File: config.mk
export PLATFORM = sky130hd
export DESIGN_NAME = counter_sched
export DESIGN_NICKNAME = d
export VERILOG_FILES = /design/src/rtl/counter_sched.sv
export SDC_FILE = /design/constraint.sdc
export NUM_CORES = 1
export LEC_CHECK = 0
export CELL_PAD_IN_SITES_DETAIL_PLACEMENT = 2
export CELL_PAD_IN_SITES_GLOBAL_PLACEMENT = 2
export CORE_MARGIN = 2
export CORE_UTILIZATION = 28
export CTS_BUF_LIST = sky130_fd_sc_hd__clkbuf_8
export DETAILED_ROUTE_END_ITERATION = 16
export GPL_TIMING_DRIVEN = 0
export HOLD_SLACK_MARGIN = 0.15
export PLACE_DENSITY = 0.95
export SLEW_MARGIN = 20
export SYNTH_ARGS = -nofsm -noshare
export SYNTH_HDL_FRONTEND = slang
export SYNTH_SLANG_ARGS = --single-unit
File: constraint.sdc
create_clock -name clk -period 3.7 [get_ports clk]
set_clock_uncertainty 0.2 [all_clocks]
set_input_delay 0.925 -clock clk [delete_from_list [all_inputs] [get_ports clk]]
set_output_delay 0.925 -clock clk [all_outputs]
set_load 0.005 [all_outputs]
File: src/rtl/counter_sched.sv
// Shared-counter scheduler: grants one requester at a time a run of len+1 counts.
// Define COUNTER_SCHED_RR_EN for round-robin arbitration (default: fixed priority, lowest index).
module counter_sched #(
   parameter int bitwidth = 6,
   parameter int num_req  = 4,
   localparam int ID_W    = $clog2(num_req)
) (
   input  logic                        clk,
   input  logic                        reset_n,
   input  logic [num_req-1:0]          req,
   input  logic [num_req*bitwidth-1:0] len,
   output logic [num_req-1:0]          grant,
   output logic                        busy,
   output logic                        count_en,
   output logic [bitwidth-1:0]         count_val,
   output logic                        done,
   output logic [ID_W-1:0]             done_id
);

   typedef enum logic [1:0] {S_IDLE, S_RUN, S_DONE} state_t;

   state_t              r_state;
   state_t              w_state_next;
   logic [num_req-1:0]  r_grant;
   logic [bitwidth-1:0] r_target;
   logic [bitwidth-1:0] r_count;
   logic [ID_W-1:0]     r_owner;
   logic [ID_W-1:0]     r_done_id;
   logic                w_found;
   logic [ID_W-1:0]     w_win_id;

`ifdef COUNTER_SCHED_RR_EN
   logic [ID_W-1:0]     r_ptr;
   int                  w_idx;

   // Walk downward so the candidate closest to the pointer is the last one written.
   always_comb begin
      w_found  = 1'b0;
      w_win_id = '0;
      w_idx    = 0;
      for (int k = num_req - 1; k >= 0; k--) begin
         w_idx = (int'(r_ptr) + k) % num_req;
         if (req[w_idx]) begin
            w_found  = 1'b1;
            w_win_id = ID_W'(w_idx);
         end
      end
   end

   always_ff @(posedge clk) begin
      if (!reset_n) begin
         r_ptr <= '0;
      end else if (r_state == S_IDLE && w_found) begin
         r_ptr <= (w_win_id == ID_W'(num_req - 1)) ? '0 : w_win_id + 1'b1;
      end
   end
`else
   always_comb begin
      w_found  = 1'b0;
      w_win_id = '0;
      for (int i = num_req - 1; i >= 0; i--) begin
         if (req[i]) begin
            w_found  = 1'b1;
            w_win_id = ID_W'(i);
         end
      end
   end
`endif

   always_comb begin
      w_state_next = r_state;
      case (r_state)
         S_IDLE:  if (w_found) w_state_next = S_RUN;
         S_RUN:   if (r_count == r_target) w_state_next = S_DONE;
         S_DONE:  w_state_next = S_IDLE;
         default: w_state_next = S_IDLE;
      endcase
   end

   always_ff @(posedge clk) begin
      if (!reset_n) begin
         r_state   <= S_IDLE;
         r_grant   <= '0;
         r_target  <= '0;
         r_count   <= '0;
         r_owner   <= '0;
         r_done_id <= '0;
      end else begin
         r_state <= w_state_next;
         case (r_state)
            S_IDLE: begin
               if (w_found) begin
                  r_grant  <= {{(num_req-1){1'b0}}, 1'b1} << w_win_id;
                  r_target <= len[w_win_id*bitwidth +: bitwidth];
                  r_count  <= '0;
                  r_owner  <= w_win_id;
               end
            end
            S_RUN: begin
               // Terminal compare happens before increment, so the counter never wraps.
               if (r_count == r_target) begin
                  r_done_id <= r_owner;
               end else begin
                  r_count <= r_count + 1'b1;
               end
            end
            S_DONE: begin
               r_grant <= '0;
            end
            default: begin
               r_grant <= '0;
            end
         endcase
      end
   end

   assign grant     = r_grant;
   assign busy      = (r_state != S_IDLE);
   assign count_en  = (r_state == S_RUN);
   assign count_val = r_count;
   assign done      = (r_state == S_DONE);
   assign done_id   = r_done_id;

endmodule
==> flow_summary.toml, run 1 <==
[clock_tree]
hold_buffers = 0
cts_setup_buffers = 0
cts_resized = 0
cts.sinks = 22
clkTransAtPathRegs_ns = 0.09
cts-root-buf = "clkbuf_8"
cts_buffers = 3
cts_buffer_depth = 2
htreeDepth = 1
cts_tree = "done"
clk_latency_ns = 0.27

[timing]
worst_pin_slew_ns = 0.4863
relSlewSlack_pct = 67.58
maxSlewViolCount = 0
period_share_pct = 78.12
period_needed_ns = 2.890
hold_violations = 0
fmax_mhz = 346.0
rsz0062_at_grt = "false"
setup_tns_ns = 0
setup_viol = 0

[floorplan]
dieArea_um2 = 5038
start_util_pct = 29.05
fp.dieH_um = 70.98
row_count = 24
die_x_um = 70.98
pin_count = 45
core_um2 = 4324

[grt]
met1_usage_pct = 21.55
grt_start_max_net_pins = 14
busiest_layer = "met2"
grt_pass1_wl_mm = 7.507
grt_use_total_pct = 19.13
first_global_vias = 1498
grt_overflow_total = 0
antenna_found_initial = 0
use_met3_pct = 2.422
met2_usage_pct = 35.20

[critical_path]
cp.required_ns = 2.57
critPathKind = "register to primary output"
arrival_ns = 1.77
r2r-start = "r_state[1]$_SDFFE_PN0P_"
start_kind = "register"
cp-startpoint = "r_state[1]$_SDFFE_PN0P_"
rr_worst_depth = 5
crit_fanout = 7
r2r_slack_ns = 1.77
end_kind = "primary output"

[yosys]
ys.flop_type = "dfxtp_1"
synthCells = 150
synth_fp_nets = 181
synth_cell_types = 38
yosys_warnings = 0
synth_top_area_cell = "dfxtp_1"
synth_top_area_share_pct = 35.06
synth_commonest_cells = "dfxtp_1 (22), nand2_1 (19), o21ai_0 (10)"
syn_avg_cell_area_um2 = 8.375
synth_edf_count = 0
yosysMostFrequentCell = "dfxtp_1"
synth.yosys.seq_area_share_pct = 35.06
synth_area_leaders = "dfxtp_1 (35%), nand2_1 (5.7%), xnor2_1 (4.2%), o211ai_2 (4.0%), o21ai_0 (4.0%)"
syn_area_um2 = 1256
async_flop_share_pct = 0
ys_ff_latch = 22

[cells_and_area]
regArea_um2 = 440.4
final_nets = 230
nFillCells = 508
antennaDiodeCount = 0
multi_input_area_um2 = 770.7
syn_to_final_growth_pct = 45.92
drive_gt1_share_pct = 9.596

[power]
cellPowerDensity_nw_per_um2 = 404.9
ir_drop_uv = 130.5
leakage_uw = 0.0006407
p_total_uw = 742.2

[routing]
wl_per_cell_um = 18.41
vias_per_cell = 5.456
drtIter0Drc = 67
vias = 1364
drtAntennaViolNets = 0
wl_mm = 4.603
drc = 0
first_pass_iters = 4

[hold_path]
min_path_cells = 2
min_from = "r_owner[0]$_SDFFE_PN0P_"
hp-class = "register to register"

[run]
cap_violations = 0

[placement]
dp_hpwl_mm = 3.380
io_buffer_count = 44
gp_congestion = 0.7710

[outcome]
status = "completed"
## critical path, stage by stage (launching register included)
cell and delay [ns]:
dfxtp_1 0.37, nand2b_1 0.29, inv_1 0.28, clkdlybuf4s50_1 0.55
## through the flow
step / instances / hold slack, ns / cell area, µm² / utilization [%] / worst slack, ns
final: 250 / 0.2588 / 1833 / 42.39 / 0.8096
after detailed placement: 246 / 0.2488 / 1762 / 40.74 / 0.8506
after global routing: 250 / 0.3035 / 1833 / 42.39 / 0.7423
after CTS: 250 / 0.2605 / 1833 / 42.39 / 0.8031
after floorplan: 150 / 0.2321 / 1256 / - / 1.556
after global placement: 246 / 0.2414 / 1762 / 40.74 / 0.9181
## cell usage in the layout (no fill, tap or decap), types with 2 or more instances in the layout
| cell | instances |
|---|---|
| clkdlybuf4s50_1 | 44 |
| o211ai_2 | 4 |
| nor2b_1 | 3 |
| inv_1 | 4 |
| nand4_1 | 4 |
| nand2_1 | 19 |
| a21oi_1 | 9 |
| nand3_1 | 4 |
| nor2_1 | 7 |
| clkbuf_8 | 3 |
| mux2i_1 | 3 |
| a21o_1 | 5 |
| a22oi_1 | 4 |
| clkbuf_1 | 7 |
| dfxtp_1 | 22 |
| xnor2_1 | 6 |
| a221oi_1 | 5 |
| nor2_2 | 2 |
| o21ai_0 | 10 |
| nor4_1 | 5 |
| nand2b_1 | 3 |
| nand3b_1 | 5 |
| a22o_1 | 2 |
## state kept, by name, summed over array words and instances (netlist names)
register and count:
r_target 6, r_owner 2, done_id 2, r_state 2, grant 4, count_val 6
## metal layers
layer  routed length (µm)  vias to the layer above  part of all wire (%)
met3                  172                       11                   3.7
met4                  160                        0                   3.5
met2                 2397                       37                    52
li1                     -                      650                     -
met1                 1872                      666                    41
met5                    0                        -                     0
## power by group
part	switching (µW)	internal, µW
Clock	89.1	145
Combinational	129	101
Sequential	19.7	258
Total	238	504
## logic make-up (layout without fill, tap and decap cells)
kind of cell	count (synthesis)	after routing	share of synthesized area, %
AOI/OAI and AO/OA	47	47	28.29
xor gates and xnor gates	6	6	4.183
adders and majority gates	1	1	0.9959
buffers and inverters	12	60	3.585
DFF	22	22	35.06
muxes	3	3	2.391
and+or+nand+nor	59	59	25.50
## final timing paths
kind | end
hold reg to reg | r_owner[0]$_SDFFE_PN0P_
setup / recovery | count_en
setup reg to reg | count_val[5]$_SDFFE_PN0P_
hold / removal | r_owner[0]$_SDFFE_PN0P_
## area by class of cell
class                           count  area share, %
Multi-Input combinational cell    116          42.05
Sequential cell                    22          24.03
Timing Repair Buffer               44          24.03
Tap cell                           52          3.549
Clock buffer                        3          2.253
Clock inverter                      1          1.638
Buffer                              7          1.433
Inverter                            5          1.024
No activity file was read; power rests on OpenSTA's default activity.
==> run 2: changes to the inputs <==
--- a/config.mk
+++ b/config.mk
@@ -8,12 +8,12 @@
 export CELL_PAD_IN_SITES_DETAIL_PLACEMENT = 2
 export CELL_PAD_IN_SITES_GLOBAL_PLACEMENT = 2
 export CORE_MARGIN = 2
-export CORE_UTILIZATION = 28
+export CORE_UTILIZATION = 23
 export CTS_BUF_LIST = sky130_fd_sc_hd__clkbuf_8
 export DETAILED_ROUTE_END_ITERATION = 16
 export GPL_TIMING_DRIVEN = 0
 export HOLD_SLACK_MARGIN = 0.15
-export PLACE_DENSITY = 0.95
+export PLACE_DENSITY = 0.88
 export SLEW_MARGIN = 20
 export SYNTH_ARGS = -nofsm -noshare
 export SYNTH_HDL_FRONTEND = slang
==> constraint.sdc (replaced) <==
create_clock -name clk -period 2.5 [get_ports clk]
set_clock_uncertainty 0.2 [all_clocks]
set_input_delay 0.625 -clock clk [delete_from_list [all_inputs] [get_ports clk]]
set_output_delay 0.625 -clock clk [all_outputs]
set_load 0.005 [all_outputs]
==> run 2 against run 1 <==
Effect of this change:
- non-clock buffer count is the same
- flip-flop and latch count is the same
- utilization shrank 6.7 points
- critical path type unchanged
- highest routed layer unchanged
==> flow_summary.toml, run 2 (synthesized netlist as in run 1, its figures left out) <==
[clock_tree]
htreeDepth = 1
cts_buffers = 3
cts-root-buf = "clkbuf_8"
clk_latency_ns = 0.26
cts_tree = "done"
hold_buffers = 0
clkTransAtPathRegs_ns = 0.09
cts.sinks = 22
cts_buffer_depth = 2

[power]
leakage_uw = 0.0006391
comb_power_share_pct = 30.4
cellPowerDensity_nw_per_um2 = 578.1
pwr-share-seq_pct = 38.3
internal-power_uw = 746.9
pwr-share-clk_pct = 31.3
p_total_uw = 1074
switching_share_pct = 30.46
ir_drop_uv = 207.3
power_switching_uw = 327.2

[routing]
met3_length_um = 186
drc = 0
drtIter0Drc = 42
vias_per_cell = 4.944
wl_per_cell_um = 15.45
vias = 1325
wl_met2_mm = 2.126
first_pass_iters = 4
drtAntennaViolNets = 0
wl_mm = 4.141
m1WireLength_mm = 1.775
dr.max_layer_used = "met4"

[grt]
grt_pass1_wl_mm = 6.969
first_global_vias = 1386
grt_use_total_pct = 14.25
grt_start_max_net_pins = 14
grt_overflow_total = 0
antenna_found_initial = 0

[floorplan]
dieArea_um2 = 6069
core_um2 = 5205
row_count = 26
fp.dieH_um = 77.91
pin_count = 45
die_x_um = 77.91
start_util_pct = 24.13

[cells_and_area]
design_area_um2 = 1858
nFillCells = 604
multi_input_area_um2 = 773.2
final_common_cell = "clkdlybuf4s50_1"
syn_to_final_growth_pct = 47.91
antennaDiodeCount = 0
final_nets = 230
regArea_um2 = 440.4
layout_common_cells = "clkdlybuf4s50_1 (44), dfxtp_1 (22), nand2_1 (19)"
drive_gt1_share_pct = 10.61

[placement]
placed_area_um2 = 1784
gp_congestion = 0.8238
dp_hpwl_mm = 3.251
io_buffer_count = 44

[critical_path]
start_kind = "register"
slowest_delay_ns = 0.52
r2r_slack_ns = 0.60
end_kind = "primary output"
critPathKind = "register to primary output"
cp.required_ns = 1.67
r2r-start = "count_val[4]$_SDFFE_PN0P_"
r2r_end = "count_val[1]$_SDFFE_PN0P_"
crit_slowest_cell = "clkdlybuf4s50_1"
critPathBufInv = 2
rr_worst_depth = 4
crit_fanout = 7
path_delay_family = "buffers and inverters"
path_cells = "nand2b_2 -> inv_2 -> clkdlybuf4s50_1"
arrival_ns = 1.57

[timing]
maxSlewViolCount = 0
worst_pin_slew_ns = 0.4676
relSlewSlack_pct = 68.83
setup_viol = 0
period_needed_ns = 2.395
rsz0062_at_grt = "false"
hold_violations = 0
fmax_mhz = 417.6
period_share_pct = 95.78

[hold_path]
min_path_cells = 2
min_from = "r_owner[0]$_SDFFE_PN0P_"
hp-class = "register to register"
min_to = "r_owner[0]$_SDFFE_PN0P_"

[run]
cap_violations = 0

[outcome]
status = "completed"
run 2: worst register-to-register path: cells and delay by family, from the launching register on:
kind / cells / cell delay [ns]
AND/OR/NAND/NOR: 1 / 0.31
XOR/XNOR: 1 / 0.20
AO/OA/AOI/OAI: 1 / 0.42
multiplexers: 1 / 0.23
flip-flops: 1 / 0.49
run 2: repair_timing:
| action | CTS | global route |
|---|---|---|
| endpoints found under the hold margin | 0 | 0 |
| endpoints found under the setup margin | 1 | 1 |
| pin swaps | 0 | 0 |
| setup buffers | 0 | 0 |
| gates resized for setup | 1 | 1 |
run 2: stage by stage:
| stage | setup WS (ns) | setup TNS, ns | std cells | util, % | hold slack (ns) |
|---|---|---|---|---|---|
| finish | 0.1055 | 0 | 268 | 35.70 | 0.2676 |
| global route | 0.01670 | 0 | 268 | 35.70 | 0.2952 |
| CTS | 0.03299 | 0 | 268 | 35.65 | 0.2674 |
| detailed placement | -0.01823 | -0.03043 | 264 | 34.28 | 0.2534 |
| global placement | 0.01587 | 0 | 264 | 34.28 | 0.2423 |
| floorplan | 0.6559 | 0 | 150 | - | 0.2321 |
run 2: power groups by stage:
stage          Sequential, µW  Combinational, µW  Clock, µW
2_1_floorplan             411                188          0
6_report                  411                327        336
3_5_place_dp              419                327          0
3_3_place_gp              416                321          0
4_1_cts                   412                332        346
5_1_grt                   417                363        365
run 2: metal layers:
layer,GRT usage [%],vias up
met3,2.326,6
li1,-,648
met2,25.60,39
met4,4.386,0
met5,0,-
met1,17.27,632
run 2: final cells by class:
class	count	area share, %
clock buffers	3	2.222
flip-flops and latches	22	23.70
multi-input cells	116	41.62
well taps	70	4.714
inverters	5	1.010
repair buffers	44	23.70
clock inverters	1	1.616
plain buffers	7	1.414
run 2: worst max-delay path by stage:
stage / from / endpoint / slack, ns / depth (start not counted)
after global placement: req[2] / r_owner[0]$_SDFFE_PN0P_ / 0.02 / 5
after floorplan: req[0] / count_val[0]$_SDFFE_PN0P_ / 0.66 / 4
final: r_state[1]$_SDFFE_PN0P_ / count_en / 0.11 / 3
after detailed placement: req[2] / count_val[4]$_SDFFE_PN0P_ / -0.02 / 5
after global routing: r_state[1]$_SDFFE_PN0P_ / count_en / 0.02 / 3
after CTS: r_state[1]$_SDFFE_PN0P_ / count_en / 0.03 / 3
==> RTL change 1, RTL diff (flow settings as in run 2) <==
Re-encode `state_t` (3 states) as one-hot, 3 bits wide.
--- a/src/rtl/counter_sched.sv
+++ b/src/rtl/counter_sched.sv
@@ -18,5 +18,5 @@
 );
 
-   typedef enum logic [1:0] {S_IDLE, S_RUN, S_DONE} state_t;
+   typedef enum logic [2:0] {S_IDLE = 3'b001, S_RUN = 3'b010, S_DONE = 3'b100} state_t;
 
    state_t              r_state;
Behaviour: same outputs for any inputs over 10 cycles, from zero or initial values and one cycle with reset_n low; not proved beyond that.
==> RTL change 1 against run 2 <==
- die area shrank 4.9%
- total power grew 0.98%
- sequential cell count grew 1
- combinational power grew 18%
- synthesized area shrank 5.2%
- setup slack lost 14 ps
- routed wire length grew 5.3%
- final area shrank 5.0%
- first-iteration DRC count grew 21%
- critical path depth grew 1
- worst hold slack gained 13 ps
- critical path type unchanged
- largest power group unchanged
- highest routed layer unchanged
==> RTL change 1: results (changes against run 2) <==
worst_setup_path:
  reg2reg_depth: 6  # +2
  reg2reg_to: "done_id[0]$_SDFFE_PN0P_"
  crit_fanout: 7  # unchanged
  slowest_delay_ps: 450  # -70 ps
  rrSetupSlack_ps: 510  # -90 ps
  crit_slowest_cell: "clkdlybuf4s50_1"
  arrival_ps: 1580
  timing.rr.start: "count_val[4]$_SDFFE_PN0P_"
synth:
  synth_common_cells: "23 x dfxtp_1, 13 x nor2_1, 13 x o21ai_0, 12 x a21oi_1, 9 x nand2_1"
  seq_area_frac_synth_pct: 38.7  # +3.6 points
  synthCells: 144  # -4.0%
  synth.distinct_cells: 39  # +2.6%
  netlist_top_cells_area: "dfxtp_1 39%, o21ai_0 5.5%, a21oi_1 5.0%"
  syn_nets: 175  # -3.3%
  async_flop_share_pct: 0  # unchanged
pwr:
  leakage_nw: 0.624  # -2.4%
  seq_power_w: 0.000446  # +8.5%
  p_sw_w: 0.000381  # +17%
  powerComb_w: 0.000386  # +18%
  vdd_ir_drop_max_mv: 0.196  # -5.5%
place:
  hpwl_um: 3320  # +2.2%
  gp_congestion: 0.770  # -6.6%
  placed_area_sq_um: 1690  # -5.3%
  placed_cells_incl_taps: 255  # -3.4%
  port_buffers: 41  # -6.8%
detailed_routing:
  vias: 1330  # +0.38%
  wl_met3_um: 238  # +28%
  wl_met2_um: 2130  # +0.33%
  vias_per_cell: 5.10  # +3.1%
  drtPass1Iterations: 4  # unchanged
  wl_per_cell_um: 16.7  # +8.1%
  routed.top_layer: "met4"
  m1WireLength_um: 1940  # +9.5%
  drtIter0Drc: 51  # +21%
grt:
  first_global_vias: 1441  # +4.0%
  grt_first_pass_wirelength_um: 7090  # +1.8%
  grt_use_met3_pct: 2.74  # +0.41 points
  grt.total_usage_pct: 15.2  # +0.95 points
  met2_usage_pct: 26.5  # +0.91 points
  grt_max_degree: 14  # unchanged
  antenna_found_initial: 0  # unchanged
  met1_usage_pct: 19.1  # +1.8 points
timing:
  maxSlewHeadroom_pct: 63.6  # -5.2 points
min_path:
  min_path_type: "reg -> reg"
  whs_endpoint: "r_owner[0]$_SDFFE_PN0P_"
  hold_start: "r_owner[0]$_SDFFE_PN0P_"
  worst_hold_path.num_cells: 2  # unchanged
clock_tree:
  cts_setup_buffers: 1  # +1
  numCtsBuffers: 3  # unchanged
  cts_max_path_buffers: 2  # unchanged
  cts_root_buf: "clkbuf_8"
  ctsHtreeMaxLevel: 1  # unchanged
  ctsResizeCount: 3  # +2
  clock_latency_ps: 280  # +20 ps
cells_and_area:
  fin_nets: 223  # -3.0%
  diodes: 0  # unchanged
  drive_above_1_share_pct: 9.95  # -0.66 points
outcome:
  outcome: "complete, no violations"
-- RTL change 1: worst max path at each step --
stage | cells past startpoint | from | to
2_1_floorplan | 6 | req[2] | r_target[3]$_SDFFE_PN0P_
3_3_place_gp | 6 | req[3] | r_target[3]$_SDFFE_PN0P_
3_5_place_dp | 6 | req[3] | r_target[3]$_SDFFE_PN0P_
4_1_cts | 4 | r_state[2]$_SDFFE_PN0P_ | busy
5_1_grt | 4 | r_state[1]$_SDFFE_PN0P_ | busy
6_report | 4 | r_state[1]$_SDFFE_PN0P_ | busy
-- RTL change 1: cell type report --
type	count	area [sq um]
plain buffers	7	37.5
well taps	70	87.6
repair buffers	43	425
multi-input cells	108	683
flip-flops and latches	23	462
clock buffers	3	41.3
clock inverters	1	5.00
fillers	584	3280
inverters	6	23.8
-- RTL change 1: cells by family (layout without fill, tap and decap cells) --
kind of cell / count (synthesis) / in the layout / share of synthesized area [%]
flip-flops: 23 / 23 / 38.7
XOR/XNOR: 6 / 6 / 4.41
multiplexers: 2 / 2 / 1.68
buffers and inverters: 13 / 60 / 4.52
AO/OA/AOI/OAI: 49 / 49 / 26.7
adder cells (fa/ha/maj): 1 / 1 / 1.05
AND/OR/NAND/NOR: 50 / 50 / 23.0
-- RTL change 1: stage by stage --
stage / hold slack (ps) / total power (W) / setup slack [ps]
after floorplan: 224 / 0.000646 / 534
after global placement: 249 / 0.000782 / 19.8
after detailed placement: 272 / 0.000801 / -44.8
after CTS: 285 / 0.00108 / 4.52
after global routing: 297 / 0.00115 / 30.0
final: 281 / 0.00108 / 91.9
-- RTL change 1: worst register-to-register path: cells and delay by family, from the launching register on --
kind	cells	cell delay, ps
xor gates and xnor gates	1	160
buffers and inverters	1	290
DFF	1	480
muxes	1	230
and+or+nand+nor	3	510
==> RTL change 2, RTL diff (settings of run 2) <==
Without the edit above. Set the parameter `bitwidth` to 5 (it was 6).
--- a/src/rtl/counter_sched.sv
+++ b/src/rtl/counter_sched.sv
@@ -2,5 +2,5 @@
 // Define COUNTER_SCHED_RR_EN for round-robin arbitration (default: fixed priority, lowest index).
 module counter_sched #(
-   parameter int bitwidth = 6,
+   parameter int bitwidth = 5,
    parameter int num_req  = 4,
    localparam int ID_W    = $clog2(num_req)
Ports: changed (resized count_val and len); port bits go from 45 to 40. No check against the original RTL was run, so the function may have changed too.
==> RTL change 2 against run 2 <==
- core utilization is 0.31 points lower
- first-iteration DRC count grew 26%
- synthesized cell count down 9.3%
- setup slack got worse by 46 ps
- maximum frequency shrank 1.9%
- total power down 1.5%
- sequential cell count down 2
- count of clock-buffer cells in the layout unchanged
- synthesized area shrank 10%
- final area shrank 10%
- routed wire length is 7.3% lower
- highest routed layer unchanged
- largest cell class unchanged
==> RTL change 2: results (changes against run 2) <==
outcome:
  outcome: "complete, no violations"
synth:
  synth_common_cells: "20 x dfxtp_1, 15 x o21ai_0, 10 x a21oi_1, 10 x nand2_1, 7 x nor2_1"
  synth_compound_area_share_pct: 24.1  # -4.1 points
  synth_fa_ha_area_share_pct: 1.11  # +0.11 points
  syn_nets: 163  # -9.9%
  synthMuxAreaShare_pct: 3.54  # +1.2 points
  synth.distinct_cells: 36  # -5.3%
place:
  port_buffers: 38  # -14%
  placed_cells_incl_taps: 241  # -8.7%
  placed_area_sq_um: 1590  # -11%
  hpwl_um: 2830  # -13%
  gp_congestion: 0.712  # -14%
worst_setup_path:
  reg2reg_to: "done_id[0]$_SDFFE_PN0P_"
  timing.rr.start: "count_val[2]$_SDFFE_PN0P_"
  rrSetupSlack_ps: 660  # +60 ps
  arrival_ps: 1620  # +50 ps
  crit_fanout: 10  # +3
grt:
  grt_first_pass_wirelength_um: 6340  # -9.0%
  grt_use_met3_pct: 2.03  # -0.29 points
  grt.total_usage_pct: 15.2  # +0.92 points
  first_global_vias: 1279  # -7.7%
detailed_routing:
  vias_per_cell: 5.00  # +1.2%
  drtIter0Drc: 53  # +26%
  wl_met2_um: 1810  # -15%
timing:
  maxSlewHeadroom_pct: 56.9  # -12 points
cells_and_area:
  drive_above_1_share_pct: 9.55  # -1.1 points
  stdcell_count: 245  # -8.6%
pwr:
  p_clk_share_pct: 32.3  # +1.0 points
  power_w: 0.00106  # -1.5%
  vdd_ir_drop_max_mv: 0.233  # +12%
==> RTL change 2: changes by cell type in the layout (fill, tap and decap cells not counted), sizes merged, moves of 3 or more <==
cell	before	now
and2	1	7
buf	0	3
nand3b	5	0
and3b	0	5
nand2	20	11
a21o	5	0
o21ai	11	16
clkdlybuf4s50	44	38
clkbuf	10	7
==> RTL change 2: area by class of cell <==
cell class                 count  area [sq um]
tap                           67          83.8
clock buffer                   3          41.3
inverter                       6          22.5
fill                         555          3050
multi-input combinational    103           669
timing repair buffer          38           380
sequential                    20           402
clock inverter                 1          30.0
buffer                         7          42.5
==> RTL change 2: worst max path at each step <==
stage                     slack (ps)                        to
after floorplan                  510     grant[3]$_SDFFE_PN0P_
after global placement           -50     grant[3]$_SDFFE_PN0P_
after detailed placement        -110  r_target[0]$_SDFFE_PN0P_
after CTS                         10                      busy
after global routing             0.1                  count_en
final                             60                  count_en
